## src/rtl/full_adder_bit.sv

```systemverilog
// One-bit full adder cell; the ripple-carry leaf chained by full_adder_reg.
module full_adder_bit (
  input  logic x,
  input  logic y,
  input  logic c_in,
  output logic s,
  output logic c_out
);

  logic prop;

  assign prop  = x ^ y;
  assign s     = prop ^ c_in;
  assign c_out = (x & y) | (c_in & prop);

endmodule

```

## src/rtl/full_adder_reg.sv

```systemverilog
// Ripple-carry adder with combinational sum/carry/overflow plus a registered copy.
// The combinational outputs ignore clk/rst; only the registered copy is reset.
module full_adder_reg #(
  parameter int WIDTH = 1
) (
  input  logic             clk,
  input  logic             rst,
  input  logic [WIDTH-1:0] x,
  input  logic [WIDTH-1:0] y,
  input  logic             c_in,
  input  logic             in_valid,
  output logic [WIDTH-1:0] s,
  output logic             c_out,
  output logic             ovf,
  output logic [WIDTH-1:0] s_q,
  output logic             c_out_q,
  output logic             ovf_q,
  output logic             out_valid
);

  logic [WIDTH:0] carry;

  assign carry[0] = c_in;

  for (genvar i = 0; i < WIDTH; i++) begin : g_bit
    full_adder_bit u_bit (
      .x     (x[i]),
      .y     (y[i]),
      .c_in  (carry[i]),
      .s     (s[i]),
      .c_out (carry[i+1])
    );
  end

  assign c_out = carry[WIDTH];
  // Signed overflow: carry into the MSB disagrees with carry out of it.
  assign ovf   = carry[WIDTH-1] ^ carry[WIDTH];

  logic [WIDTH-1:0] sum_q,  sum_d;
  logic             cout_q, cout_d;
  logic             ovfl_q, ovfl_d;
  logic             valid_q;

  always_comb begin
    // NOTE: every next-state signal gets a default first, so no path leaves it unassigned and no latch is inferred.
    sum_d  = sum_q;
    cout_d = cout_q;
    ovfl_d = ovfl_q;
    if (in_valid) begin
      sum_d  = s;
      cout_d = c_out;
      ovfl_d = ovf;
    end
  end

  always_ff @(posedge clk or posedge rst) begin
    // NOTE: state updates use non-blocking assignments so all flops sample pre-edge values together.
    if (rst) begin
      sum_q   <= '0;
      cout_q  <= 1'b0;
      ovfl_q  <= 1'b0;
      valid_q <= 1'b0;
    end else begin
      sum_q   <= sum_d;
      cout_q  <= cout_d;
      ovfl_q  <= ovfl_d;
      valid_q <= in_valid;
    end
  end

  assign s_q       = sum_q;
  assign c_out_q   = cout_q;
  assign ovf_q     = ovfl_q;
  assign out_valid = valid_q;

endmodule

```

## config.mk

```make
export PLATFORM = sky130hd
export DESIGN_NAME = full_adder_reg
export DESIGN_NICKNAME = d
export VERILOG_FILES = /design/src/rtl/full_adder_bit.sv /design/src/rtl/full_adder_reg.sv
export SDC_FILE = /design/constraint.sdc
export NUM_CORES = 1
export LEC_CHECK = 0
export ABC_AREA = 1
export CAP_MARGIN = 30
export CELL_PAD_IN_SITES_DETAIL_PLACEMENT = 1
export CELL_PAD_IN_SITES_GLOBAL_PLACEMENT = 2
export CORE_AREA = 5 5 42 44
export CTS_CLUSTER_SIZE = 28
export DETAILED_ROUTE_END_ITERATION = 10
export DIE_AREA = 0 0 47 49
export GPL_TIMING_DRIVEN = 0
export PLACE_DENSITY_LB_ADDON = 0.1
export SLEW_MARGIN = 5
export SYNTH_ARGS = -nofsm -noshare
export SYNTH_HDL_FRONTEND = slang
export SYNTH_SLANG_ARGS = --single-unit
```

## constraint.sdc

```tcl
create_clock -name clk -period 1.9 [get_ports clk]
set_input_delay 0.475 -clock clk [delete_from_list [all_inputs] [get_ports clk]]
set_output_delay 0.475 -clock clk [all_outputs]
set_load 0.005 [all_outputs]
```

* Word-level counts from Yosys, hierarchy flattened *
Index checks and enable logic that the tools add are counted.

operators by class
  bitwise operators = 6

operators with widths
  operator       number
  $xor A1 B1 Y1  3
  $and A1 B1 Y1  2
  $or A1 B1 Y1   1

word-level totals
  bits in registers = 4
  word-level logic and storage cells = 10

* Logic depth before layout (Yosys ltp) *
  word-level depth = 4
  mapped depth = 5

* Hierarchy *
A second synthesis with hierarchy kept.

second synthesis, totals
  cells, all modules = 20
  area total of the unflattened synthesis = 181.4 sq um

modules (own cells, without submodules)
  module          cells each  area each (sq um)  instances
  full_adder_reg  19          161.4              1
  full_adder_bit  1           20.0               1

* Worst setup path before layout *
Ideal clock, no wire load.

  path kind = input -> output
  start point = in y
  end point = out ovf
  stages = 4
  slack = 0.217 ns
  data arrival time = 1.208 ns
  cell sequence = fa_1 inv_1 nand2_1 and2_1

between the ends
  longest elaborated chain between the ends = 4

ends and longest elaborated chain
  item               line                  RTL
  start, declared    full_adder_reg.sv:9   input logic [WIDTH-1:0] y,
  $xor A1 B1 Y1      full_adder_bit.sv:12  assign prop = x ^ y;
  $and A1 B1 Y1      full_adder_bit.sv:14  assign c_out = (x & y) | (c_in & prop);
  $or A1 B1 Y1 (*)   full_adder_bit.sv:14
  $xor A1 B1 Y1 (*)  full_adder_reg.sv:37  assign ovf = carry[WIDTH-1] ^ carry[WIDTH];
  end, declared      full_adder_reg.sv:14  output logic ovf,

Mark *: on every way between the ends. The rest lies on a longest branch, timed or not.

* Worst setup path in the final report *
Ends and elaborated chain as after synthesis.

==> results.md <==
- Post-route ant nets: 0
- Dpl cell area: 322 µm²
- Count of hold-fix buffers inserted at cts: 0
- Fillers: 185
- Post-Synthesis Cells: 20
- Setup crit start: y
- Synth Register Bits: 4
- Status: complete, no violations
- DRT Pass-1 Iters: 2
- Starting Density: 12.9%
- Clock Sinks: 4
- Ant diodes: 0
- CP delay by family, top: adder cells
- Worst-Skew Late Latency: 230 ps
- Commonest non-fill, non-tap cell in the layout: nand2_1
- Multi-input gate area: 71.3 µm²
- IO Port Bufs: 12
- Ports placed on the boundary: 13
- Num CTS Buffers: 3
- Netlist cell types: 8
- CP max FO: 3
- Post-Syn Area: 181 µm²
- Startpoint class of the critical path: input pin
- Final setup viols: 0
- Hold WS: 435 ps
- Max Clock Skew: 0 ps
- RSZ-0062 raised after global routing: false
- Fin util: 26.3%
- # Max-Cap Violations: 0
- Ys Warns: 0
- Commonest cells after routing, fill and taps aside: nand2_1 (7), clkdlybuf4s50_1 (6), buf_4 (6)
- Reg area: 100 µm²
- Initial antenna violation count: 0
- Fin area: 368 µm²
- Post-route setup slack: 97.9 ps
- DR vias/cell: 3.51
- Mapped Nets: 27
- Max-Slew Margin vs Limit: 89.2%
- Final GP Congestion: 0.628
- Clock Root Buffer: clkbuf_4
- Detailed Route WL: 572 µm
- Synth Area per Inst: 9.07 µm²
- Pwr/cell area: 752 nW/µm²
- Fmax achieved: 555 MHz
- Area leader, netlist: dfrtp_1
- Place WS: -694 ps
- Core Box Area: 1400 µm²
- H-Tree Depth: 1
- Final max-slew violation count: 0
- Final clock period utilization by the worst path: 94.8%
- Die Height: 49 µm
- Post-route minimum period: 1800 ps
- VDD IR max: 0.176 mV
- Worst path max stage delay: 400 ps
- First-pass GRT wire length: 841 µm
- Synth top area share: 55.2%
- 1st-iter DRT viols: 6
- Setup TNS: 0 ps
- GR Util All Layers: 5.72%
- Synth area leaders: dfrtp_1 (55%), nand2_1 (17%), fa_1 (11%)
- CP cell instances: clkbuf_2 -> fa_2 -> inv_2 -> nand2_2 -> and2_1 -> clkbuf_2
- CP most frequent cell: clkbuf_2
- Worst Setup End Kind: primary output
- Clock buffer depth: 2
- Setup Crit Path Kind: in2out
- Layout cells sized above 1: 43.9%
- Clock transition at path regs: 40 ps
- Area grow syn2layout: 103%
- Worst R2R Start: c_out_q
- Worst path arrival time: 1330 ps
- Worst-margin pin slew: 161 ps
- Sequential share of the synthesized area: 55.2%
- Largest net degree at the start of global routing: 5
- CP max stage cell: fa_2
- Drt drc: 0
- Final Hold Viols: 0
- Via count: 200
- CTS tree: done
- Remaining Overflow, GRT: 0
- Die Wd: 47 µm
- CP bufs+invs: 3
- Pleak: 0.000193 µW
- Row Count: 14
- HP Class: in2async
- Vias in the first global route: 233
- Routed length per instance: 10.0 µm
- Die area: 2300 µm²
- Fin nets: 50
- Data required, critical path: 1420 ps
worst register-to-register path, delay by kind of cell (launching register included):
family,cells,cell delay [ps]
compound gates,1,50
simple gates,1,60
flops,1,370
through the flow:
stage / instances / power, µW
floorplan: 20 / 121
global placement: 48 / 169
detailed placement: 48 / 169
CTS: 57 / 287
global route: 57 / 296
finish: 57 / 277
sequential cells by signal (all words and copies together), names as in the netlist:
signal	cells
c_out_q	1
out_valid	1
ovf_q	1
s_q	1
cell usage after synthesis, drive strengths merged:
master / n
o21ai: 1
dfrtp: 4
nand3: 1
inv: 4
nand2: 8
fa: 1
and2: 1
layer usage:
layer	vias up	GRT usage (%)	share of wire [%]
met5	-	0	0
met4	0	6.91	0
met3	0	2.21	9.6
met2	7	8.60	55
met1	92	4.89	35
li1	101	-	-
cells by family after synthesis:
group	synth area share, %
DFF	55.2
adders and majority gates	11.0
and+or+nand+nor	22.8
buffers and inverters	8.27
AOI/OAI and AO/OA	2.76
final cells by class:
type	instances	share of cell area, %
flip-flops and latches	4	27.2
multi-input cells	12	19.4
repair buffers	18	37.8
clock buffers	3	6.12
well taps	16	5.44
inverters	4	4.08
where the power goes:
group          total (µW)  switching (µW)  internal, µW  leakage (µW)
logic                74.3            27.8          46.4      0.000131
registers            98.9            4.08          94.8     0.0000480
clock network         103            32.8          70.5     0.0000138
final timing paths:
path / cells after the start / slack, ps / endpoint
worst min register to register: 2 / 460 / s_q
worst max-delay path: 6 / 100 / ovf
worst max register to register: 2 / 1300 / c_out_q
min in group clk: 2 / 460 / s_q
max in group asynchronous: 2 / 1310 / out_valid
worst min-delay path: 2 / 440 / ovf_q
repair_timing:
item / 4_1_cts / 5_1_grt
setup endpoints to repair: 3 / 3
pin swaps: 1 / 1
setup buffers: 6 / 0
resized for setup: 12 / 8
hold endpoints to repair: 0 / 0
(Power assumes the default switching activity.)
